**src/rtl/mmio_uart_tx.sv**
```systemverilog
// mmio_uart_tx: memory-mapped UART transmitter with a 4-entry byte FIFO and status register.
module mmio_uart_tx #(
  parameter int          CLKS_PER_BIT = 16,
  parameter logic [31:0] TX_ADDR      = 32'h0000_0400,
  parameter logic [31:0] STAT_ADDR    = 32'h0000_0404
) (
  input  logic        clk,
  input  logic        reset,
  input  logic        MemWrite,
  input  logic        ByteMem,
  input  logic [31:0] DataAdr,
  input  logic [31:0] WriteData,
  output logic [31:0] ReadData,
  output logic        tx,
  output logic        busy
);
  typedef enum logic [1:0] {IDLE, START, DATA, STOP} state_t;
  state_t      state, next_state;
  logic [7:0]  mem [4];
  logic [1:0]  wp, rp;
  logic [2:0]  count, bit_cnt;
  logic [9:0]  baud;
  logic [7:0]  shreg, next_shreg;
  logic        ovf, tx_next, push, pop, full, accept, drop, clr, bit_end;
  logic        unused_bits;
  // Byte and word stores both push the low byte, so width and upper data bits are don't-care.
  assign unused_bits = ^{ByteMem, WriteData[31:8]};
  assign push    = MemWrite && DataAdr == TX_ADDR;
  assign clr     = MemWrite && DataAdr == STAT_ADDR && WriteData[0];
  assign pop     = state == IDLE && count != 3'd0;
  assign full    = count == 3'd4;
  assign accept  = push && (!full || pop);
  assign drop    = push && full && !pop;
  assign bit_end = baud == 10'(CLKS_PER_BIT - 1);
  assign busy    = state != IDLE || count != 3'd0;
  assign ReadData = DataAdr == STAT_ADDR ? {25'd0, count, ovf, busy, count == 3'd0, full} : 32'd0;
  always_ff @(posedge clk or posedge reset)
    if (reset) state <= IDLE;
    else state <= next_state;
  always_comb begin
    next_state = state;
    case (state)
      IDLE:    if (count != 3'd0) next_state = START;
      START:   if (bit_end) next_state = DATA;
      DATA:    if (bit_end && bit_cnt == 3'd7) next_state = STOP;
      STOP:    if (bit_end) next_state = IDLE;
      default: next_state = IDLE;
    endcase
  end
  // tx is registered from the next state so the line changes on the same edge as the FSM.
  always_comb begin
    next_shreg = pop ? mem[rp] : (state == DATA && bit_end) ? shreg >> 1 : shreg;
    tx_next    = next_state == START ? 1'b0 : next_state == DATA ? next_shreg[0] : 1'b1;
  end
  always_ff @(posedge clk or posedge reset)
    if (reset) begin
      tx      <= 1'b1;
      shreg   <= 8'd0;
      baud    <= 10'd0;
      bit_cnt <= 3'd0;
      wp      <= 2'd0;
      rp      <= 2'd0;
      count   <= 3'd0;
      ovf     <= 1'b0;
    end else begin
      tx      <= tx_next;
      shreg   <= next_shreg;
      baud    <= (state == IDLE || bit_end) ? 10'd0 : baud + 10'd1;
      bit_cnt <= state != DATA ? 3'd0 : bit_end ? bit_cnt + 3'd1 : bit_cnt;
      wp      <= wp + 2'(accept);
      rp      <= rp + 2'(pop);
      count   <= count + 3'(accept) - 3'(pop);
      ovf     <= drop ? 1'b1 : clr ? 1'b0 : ovf;
    end
  always_ff @(posedge clk)
    if (accept) mem[wp] <= WriteData[7:0];
endmodule
```
**config.mk**
```make
export PLATFORM = sky130hd
export DESIGN_NAME = mmio_uart_tx
export DESIGN_NICKNAME = d
export VERILOG_FILES = /design/src/rtl/mmio_uart_tx.sv
export SDC_FILE = /design/constraint.sdc
export NUM_CORES = 1
export LEC_CHECK = 0
export BUFFER_PORTS_ARGS = -buffer_cell sky130_fd_sc_hd__buf_4
export CORE_MARGIN = 2
export CORE_UTILIZATION = 40
export CTS_CLUSTER_DIAMETER = 50
export DETAILED_ROUTE_END_ITERATION = 8
export GPL_ROUTABILITY_DRIVEN = 1
export PLACE_DENSITY = 0.66
export SYNTH_ARGS = -nofsm -noshare
export SYNTH_HDL_FRONTEND = slang
export SYNTH_SLANG_ARGS = --single-unit
```
**constraint.sdc**
```tcl
create_clock -name clk -period 2.6 [get_ports clk]
set_clock_uncertainty 0.1 [all_clocks]
set_input_delay 0.26 -clock clk [delete_from_list [all_inputs] [get_ports clk]]
set_output_delay 0.26 -clock clk [all_outputs]
set_load 0.01 [all_outputs]
```
Word level (Yosys, flattened, before mapping)
Memory sizes are Yosys's and may differ from the RTL's.
Index checks and enable logic that the tools add are counted.
{"block": "totals", "ff_bits": 32, "memories": 1, "ramBits": 32, "wordCells": 66}
{"name": "mem", "depth": 4, "word_bits": 8, "read_ports": 1, "rd_ports_with_merged_regs": 0, "wr": 1, "line": "19", "source": "logic [7:0] mem [4];"}
{"block": "op_classes", "eq_ne": 11, "n_mux": 17, "n_reduce_logical": 21, "n_addsub": 6}
{"op": "equality test 32 x 11 -> 1 bit (second input constant)", "n": 2}
{"op": "2-to-1 mux 8 bit", "n": 2}
{"op": "adder 10 x 1 -> 10 bit (second input constant)", "n": 1}
{"op": "equality test 10 x 4 -> 1 bit (second input constant)", "n": 1}
{"op": "2-to-1 mux 10 bit", "n": 1}
{"op": "logical AND 1 bit", "n": 9}
{"op": "2-to-1 mux 2 bit", "n": 4}
{"op": "case mux 2 bit (4 select lines)", "n": 1}
{"op": "nonzero test 2 bit", "n": 4}
{"op": "2-to-1 mux 7 bit", "n": 1}
{"op": "equality test 2 bit (second input constant)", "n": 3}
{"op": "equality test 3 bit (second input constant)", "n": 2}
{"op": "2-to-1 mux 1 bit", "n": 6}
{"op": "2-to-1 mux 3 bit", "n": 2}
{"op": "adder 2 x 1 -> 2 bit", "n": 2}
{"op": "equality test 2 x 1 -> 1 bit (second input constant)", "n": 2}
{"op": "adder 3 x 1 -> 3 bit", "n": 1}
{"op": "adder 3 x 1 -> 3 bit (second input constant)", "n": 1}
{"op": "logical NOT 3 bit", "n": 1}
{"op": "logical OR 1 bit", "n": 3}
{"op": "nonzero test 3 bit", "n": 1}
{"op": "subtractor 3 x 1 -> 3 bit", "n": 1}
{"op": "logical NOT 1 bit", "n": 2}
{"op": "logical NOT 2 bit", "n": 1}
{"op": "inequality test 2 bit (second input constant)", "n": 1}

Depth between registers and ports, before layout
Gate-level depths: netlist of the first run.
{"block": "depth", "ltp_word": 7, "ltp_mapped": 11}

Worst setup path before layout of the first run
Ideal clock, no wire load.
{"block": "synth_timing", "path_kind": "register to register", "start": "reg state[1]", "end": "reg count[2]", "n_path_buf": 3, "arrival_ns": 2.562, "setup_slack_ns": -0.185, "setup_time_ns": 0.123, "synth_period_minus_slack_ns": 2.785, "path_stages_with_launch": 12, "required_ns": 2.377, "cell_sequence": "dfrtp_1 > clkbuf_1 > or2_2 > clkbuf_1 > nor2_1 > buf_2 > ha_1 > inv_1 > ha_1 > fa_1 > xnor2_1 > xnor2_1"}
{"block": "synth_between", "elab_chain_len": 6}
{"element": "start, declared", "line": "18", "source": "state_t state, next_state;"}
{"element": "start signal, assigned", "line": "39", "source": "else state <= next_state;"}
{"element": "logical NOT 2 bit *", "line": "30", "source": "assign pop = state == IDLE && count != 3'd0;"}
{"element": "logical AND 1 bit *", "line": "30"}
{"element": "logical OR 1 bit", "line": "32", "source": "assign accept = push && (!full || pop);"}
{"element": "logical AND 1 bit", "line": "32"}
{"element": "adder 3 x 1 -> 3 bit", "line": "72", "source": "count <= count + 3'(accept) - 3'(pop);"}
{"element": "subtractor 3 x 1 -> 3 bit *", "line": "72"}
{"element": "end signal, assigned", "line": "72"}
{"element": "end, declared", "line": "21", "source": "logic [2:0] count, bit_cnt;"}
Every way passes the cells marked *; elsewhere a longest branch is shown, timed or not.
A chain may end at the register's enable or synchronous reset.

Final worst setup path of the first run
Ends and elaborated chain as after synthesis.

==> flow_summary_export.csv, run 1 <==
group,metric,value,unit
place,gp_congestion,0.745,
clock_tree,cts.root.buffer_cell,"clkbuf_8",
final_layout,final_cell_mix,"buf_4, edfxtp_1, dfrtp_1",
place,hpwl,4.01,mm
grt,antenna_found_initial,0,
clock_tree,clkSinkCount,64,
routing,antenna_left,0,
logic_synthesis,synthFlopType,"edfxtp_1",
logic_synthesis,synth_edf_count,32,
sta,slew-limit-headroom,65.2,%
floorplanning,pin_count,102,
critical_path,cp_max_fo,6,
power_and_ir_drop,switching_power,0.436,mW
floorplanning,die-area,8380,sq um
final_layout,finalNonFillerCells,427,
power_and_ir_drop,seqPwrFrac,52.6,%
sta,drv_slew,0,
place,port_buffers,51,
run_status,outcome,"finished, final reports clean",
routing,wl_per_cell,13.0,um
critical_path,cp-startpoint,"state[1]",
floorplanning,start_util,41.8,%
critical_path,ff2ff_path_depth,9,
clock_tree,htree_num_levels,3,
power_and_ir_drop,combPwrFrac,4.8,%
final_layout,nFillCells,645,
sta,period_minus_slack,2.37,ns
critical_path,crit_path_start_kind,"flip-flop",
worst_hold_path,hold_end,"mem[2][0]",
worst_hold_path,hold_class,"in -> reg",
power_and_ir_drop,power_density,524,nW/um^2
clock_tree,postCtsSetupBuffers,0,
logic_synthesis,synth.cell_area,3070,sq um
clock_tree,cts_buffers,9,
sta,post-route-period-util,91.1,%
logic_synthesis,synth_top_cell_area_share,31.3,%
power_and_ir_drop,pwr-share-clk,42.6,%
place,place_inst,402,
grt,grt_pass1_vias,2106,
grt,track_usage,14.7,%
sta,fmax,422,MHz
logic_synthesis,synth_cell_types,40,
logic_synthesis,yosys_register_bits,64,
critical_path,critical_path_arrival,2.49,ns
critical_path,endpoint_kind,"flip-flop",
sta,rsz0062_at_grt,"false",
final_layout,nets,399,
worst_hold_path,hold_depth,1,
power_and_ir_drop,p_leak,1.65,nW
grt,grt_max_degree,33,
clock_tree,path_clk_slew,0.07,ns
sta,tightest_slew,0.523,ns
routing,firstDrtPassIters,4,
clock_tree,cts_tree,"built",
floorplanning,core-area,7330,sq um
routing,finalWirelength,5.55,mm
final_layout,syn_to_final_growth,26.0,%
logic_synthesis,yosysTopAreaCell,"edfxtp_1",
final_layout,layout_commonest_cell,"buf_4",
grt,overflow,0,
routing,drtIter0Drc,82,
sta,setup_violations,0,
floorplanning,die_x,91.5,um
floorplanning,rows,31,
floorplanning,die_y,91.5,um
power_and_ir_drop,p_int,1.59,mW
critical_path,r2r_slack,0.23,ns
routing,vias,2004,
critical_path,r2r-start,"state[1]",
sta,hold_viol_final,0,
logic_synthesis,ys_warn_count,0,
worst_hold_path,holdCritStartpoint,"WriteData[0]",
clock_tree,clk_latency,0.34,ns
critical_path,required,2.72,ns
logic_synthesis,syn_inst,246,
logic_synthesis,async_reset_ff_share,50.0,%
logic_synthesis,seq_area_frac_synth,57.5,%
routing,avgViaCountPerCell,4.69,
power_and_ir_drop,p_total,2.02,mW
critical_path,r2r_end,"count[2]",
run,maxCapViolCount,0,
final_layout,drive_above_1_share,30.5,%
sta,fin_tns_setup,0,ns
final_layout,n_antenna_cell,0,
clock_tree,cts_buffer_depth,2,
logic_synthesis,ys_top_cells_by_area,"edfxtp_1, dfrtp_1, buf_4",
logic_synthesis,avgSynthCellArea,12.5,sq um
grt,grt_pass1_wl,9.64,mm
critical_path,crit_type,"reg -> reg",
power_and_ir_drop,p_sw_share,21.6,%
routing,drc_errors,0,
power_and_ir_drop,peakVddDrop,0.362,mV
worst max path at each step:
| stage | to | slack (ns) | depth (start not counted) |
|---|---|---|---|
| after floorplan | count[2] | 0.03 | 11 |
| after global placement | count[2] | 0.08 | 10 |
| after detailed placement | count[2] | 0.09 | 10 |
| after CTS | count[2] | 0.20 | 9 |
| after global routing | count[2] | 0.10 | 9 |
| final | count[2] | 0.23 | 9 |
Yosys cell counts (6+ instances only):
library cell / n
nand2_1: 19
mux2i_1: 6
xnor2_1: 10
mux4_2: 8
inv_1: 11
nor3_1: 11
nor2_1: 17
nor4_1: 10
dfrtp_1: 31
buf_4: 25
edfxtp_1: 32
ha_1: 7
routing by layer:
metal  wire length [um]  global-route usage (%)  up-vias
met2               2870                    25.9       43
met5                  0                       0        -
met3                245                    4.98        8
met1               2360                    16.6      959
met4                 69                    4.92        0
li1                   -                       -      994
layout make-up:
| cell class | count | area, sq um | share of cell area, % |
|---|---|---|---|
| repair buffers | 73 | 571 | 14.8 |
| clock buffers | 10 | 138 | 3.56 |
| well taps | 99 | 124 | 3.21 |
| flip-flops and latches | 64 | 1760 | 45.7 |
| clock inverters | 6 | 67.6 | 1.75 |
| multi-input cells | 164 | 1160 | 30.0 |
| inverters | 11 | 41.3 | 1.07 |
power by group through the flow:
stage | combinational [mW] | sequential, mW | clock [mW]
after global placement | 0.0842 | 1.09 | 0
after CTS | 0.0973 | 1.06 | 0.887
after detailed placement | 0.0868 | 1.09 | 0
after floorplan | 0.0555 | 1.09 | 0
after global routing | 0.108 | 1.06 | 0.933
final | 0.0971 | 1.06 | 0.862
state kept, by name, summed over array words and instances, names as in the netlist:
register / flops
count: 3
mem: 32
rp: 2
ovf: 1
bit_cnt: 3
baud: 10
tx: 1
shreg: 8
wp: 2
state: 2
through the flow:
step	utilization (%)	setup slack [ns]	instance area (sq um)	hold slack (ns)
6_report	52.7	0.232	3860	0.0431
5_1_grt	52.7	0.101	3860	0.0288
4_1_cts	52.7	0.198	3860	0.0280
3_5_place_dp	48.6	0.0851	3570	0.292
3_3_place_gp	48.6	0.0774	3570	0.285
2_1_floorplan	-	0.0285	3190	0.245
critical path, cell delays in order, from the launching register on:
cell and delay [ns]:
dfrtp_1 0.38, or2_4 0.29, a31oi_1 0.18, nand4_1 0.15, ha_1 0.31, inv_1 0.04
ha_2 0.17, fa_2 0.37, xnor2_2 0.15, xnor2_1 0.12
logic make-up (layout without fill, tap and decap cells):
group	count (synthesis)	count (layout)	synth area share (%)
other cells	1	25	0.122
simple gates	85	85	14.7
fa+ha+maj	8	8	3.51
mux	14	14	7.84
flops	64	64	57.5
buf+inv	42	100	8.24
compound gates	18	18	4.12
xor+xnor	14	14	4.00
what timing repair did:
| action | 4_1_cts | 5_1_grt |
|---|---|---|
| hold buffers | 9 | 0 |
| setup endpoints to repair | 0 | 0 |
| hold endpoints to repair | 56 | 0 |
| resized for setup | 0 | 0 |
No activity file was read; power rests on OpenSTA's default activity.
==> inputs of run 2 (changes only) <==
--- a/config.mk
+++ b/config.mk
@@ -5,9 +5,11 @@
 export SDC_FILE = /design/constraint.sdc
 export NUM_CORES = 1
 export LEC_CHECK = 0
+export ABC_AREA = 1
 export BUFFER_PORTS_ARGS = -buffer_cell sky130_fd_sc_hd__buf_4
 export CORE_MARGIN = 2
 export CORE_UTILIZATION = 40
+export CTS_BUF_LIST = sky130_fd_sc_hd__clkbuf_2
 export CTS_CLUSTER_DIAMETER = 50
 export DETAILED_ROUTE_END_ITERATION = 8
 export GPL_ROUTABILITY_DRIVEN = 1
==> flow_summary_export.csv, run 2 <==
group,metric,value,unit
run_status,outcome,"finished, final reports clean",
clock_tree,cts_buffers,9,
sta,post-route-period-util,86.8,%
run,maxCapViolCount,0,
sta,drv_slew,0,
floorplanning,core-area,7730,sq um
critical_path,r2r_slack,0.34,ns
logic_synthesis,yosysTopAreaCell,"edfxtp_1",
routing,wl_per_cell,11.8,um
sta,setup_violations,0,
final_layout,final_cell_mix,"nor2_1, buf_4, nand2_1",
floorplanning,die_y,93.2,um
grt,antenna_found_initial,0,
clock_tree,cts_buffer_depth,2,
floorplanning,pin_count,102,
logic_synthesis,seq_area_frac_synth,55.4,%
logic_synthesis,synth_cell_types,38,
sta,rsz0062_at_grt,"false",
final_layout,nets,477,
final_layout,largest_reg_flops,32,
critical_path,cp_cell_sequence,"inv_1, nand2_2, nand2_1, nand3_1, ha_1, inv_1, ha_1, fa_1, xnor2_1, xor2_1",
routing,antenna_left,0,
final_layout,reg_top3,"mem x32, baud x10, shreg x8",
critical_path,endpoint_kind,"flip-flop",
sta,tightest_slew,0.570,ns
worst_hold_path,hold_end,"wp[0]",
sta,whs,0.283,ns
critical_path,critical_path_arrival,2.56,ns
power_and_ir_drop,pwr-share-clk,29.8,%
power_and_ir_drop,peakVddDrop,0.289,mV
worst_hold_path,holdCritStartpoint,"MemWrite",
place,post-place-ws,0.137,ns
logic_synthesis,synth.cell_area,3180,sq um
final_layout,syn_to_final_growth,19.9,%
final_layout,regMostFlops,"mem",
routing,vias,2307,
power_and_ir_drop,p_int,1.24,mW
logic_synthesis,ys_warn_count,0,
logic_synthesis,syn_inst,328,
clock_tree,clk_latency,0.50,ns
place,placed_area,3610,sq um
sta,slew-limit-headroom,62.0,%
power_and_ir_drop,power_density,435,nW/um^2
critical_path,crit_type,"reg -> reg",
logic_synthesis,yosys_register_bits,64,
sta,fmax,443,MHz
power_and_ir_drop,p_sw_share,25.2,%
place,gp_congestion,0.751,
logic_synthesis,synth_top_cell_area_share,30.2,%
routing,finalWirelength,5.98,mm
floorplanning,start_util,41.2,%
place,port_buffers,51,
power_and_ir_drop,p_total,1.66,mW
grt,track_usage,15.7,%
clock_tree,clkSinkCount,64,
final_layout,finalNonFillerCells,508,
final_layout,final_cell_area,3810,sq um
sta,setup_slack,0.343,ns
power_and_ir_drop,seqPwrFrac,64.2,%
final_layout,drive_above_1_share,25.1,%
clock_tree,path_clk_slew,0.18,ns
floorplanning,die_x,93.2,um
power_and_ir_drop,combPwrFrac,6.0,%
clock_tree,htree_num_levels,3,
place,hpwl,4.37,mm
sta,fin_tns_setup,0,ns
routing,firstDrtPassIters,4,
critical_path,cpPeakStageDelay,0.50,ns
critical_path,crit_path_start_kind,"flip-flop",
critical_path,required,2.90,ns
clock_tree,cts_tree,"built",
worst_hold_path,hold_class,"in -> reg",
routing,avgViaCountPerCell,4.54,
grt,grt_pass1_vias,2372,
logic_synthesis,ys_top_cells_by_area,"edfxtp_1, dfrtp_1, nor2_1",
logic_synthesis,async_reset_ff_share,50.0,%
critical_path,slowest_stage,"dfrtp_1",
grt,grt_max_degree,33,
floorplanning,die-area,8680,sq um
logic_synthesis,synth_top_cells_by_count,"nor2_1, nand2_1, edfxtp_1",
critical_path,cp_max_fo,5,
clock_tree,cts.root.buffer_cell,"clkbuf_2",
final_layout,nFillCells,703,
final_layout,utilization,49.4,%
logic_synthesis,synthFlopType,"edfxtp_1",
critical_path,ff2ff_path_depth,10,
power_and_ir_drop,switching_power,0.418,mW
sta,hold_viol_final,0,
final_layout,n_antenna_cell,0,
sta,period_minus_slack,2.26,ns
routing,drc_errors,0,
logic_synthesis,yosysMostFrequentCell,"nor2_1",
grt,overflow,0,
grt,grt_pass1_wl,10.6,mm
critical_path,r2r_end,"count[2]",
place,place_inst,481,
logic_synthesis,avgSynthCellArea,9.70,sq um
routing,drtIter0Drc,109,
logic_synthesis,synth_edf_count,32,
floorplanning,rows,32,
power_and_ir_drop,p_leak,1.73,nW
critical_path,r2r-start,"state[0]",
worst_hold_path,hold_depth,6,
## run 2: changes by cell type in the layout (fill, tap and decap cells not counted), sizes merged, moves of 6 or more
cell   delta
nand2    +31
nor4     -11
xnor2     -9
nor2     +49
mux2i     -6
o22ai     +6
inv      +20
o21ai     +9
mux4      -8
nor3      -6
nand3    +19
buf       -7
## run 2: per-layer routing
metal  routed length, um  vias up  GRT usage, %
met5                   0        -             0
met4                  96        0          5.51
met3                 241       11          4.83
met2                3060       45          27.3
met1                2580     1076          18.2
li1                    -     1175             -
## run 2: power groups by stage
stage	Combinational [mW]	Clock, mW	Sequential [mW]
2_1_floorplan	0.0584	0	1.09
3_3_place_gp	0.0868	0	1.09
3_5_place_dp	0.0887	0	1.09
4_1_cts	0.101	0.510	1.06
5_1_grt	0.112	0.557	1.07
6_report	0.0999	0.495	1.06
## run 2: how the worst max path moves through the flow
stage                     depth (start not counted)   startpoint  endpoint  slack (ns)
final                                            10     state[0]  count[2]        0.34
after CTS                                        10     state[0]  count[2]        0.34
after detailed placement                         13  DataAdr[29]  count[2]        0.14
after floorplan                                  11     count[1]  count[2]        0.42
after global placement                           13  DataAdr[31]  count[2]        0.18
after global routing                             10     state[0]  count[2]        0.22
## run 2: cell type report
type	count	area, sq um	share of cell area (%)
clock buffers	9	45.0	1.18
clock inverters	7	48.8	1.28
inverters	33	128	3.35
multi-input cells	225	1160	30.5
flip-flops and latches	64	1760	46.2
well taps	102	128	3.35
repair buffers	68	538	14.1
## run 2: kinds of logic after synthesis
| group | Yosys count | synth area share (%) |
|---|---|---|
| and+or+nand+nor | 152 | 22.2 |
| DFF | 64 | 55.4 |
| buffers and inverters | 63 | 10.8 |
| AOI/OAI and AO/OA | 34 | 6.29 |
| adders and majority gates | 8 | 3.38 |
| xor gates and xnor gates | 5 | 1.38 |
| other | 1 | 0.118 |
| muxes | 1 | 0.354 |
## run 2: what timing repair did
item / 4_1_cts / 5_1_grt
buffers inserted: 0 / 0
hold buffers: 11 / 0
setup endpoints to repair: 0 / 0
resized for setup: 0 / 0
hold endpoints to repair: 64 / 0
## run 2: critical path: cells and delay by family, from the launching register on
kind          cells  cell delay [ns]
simple gates      3             0.29
fa+ha+maj         3             0.86
xor+xnor          2             0.28
buf+inv           2             0.14
flops             1             0.50
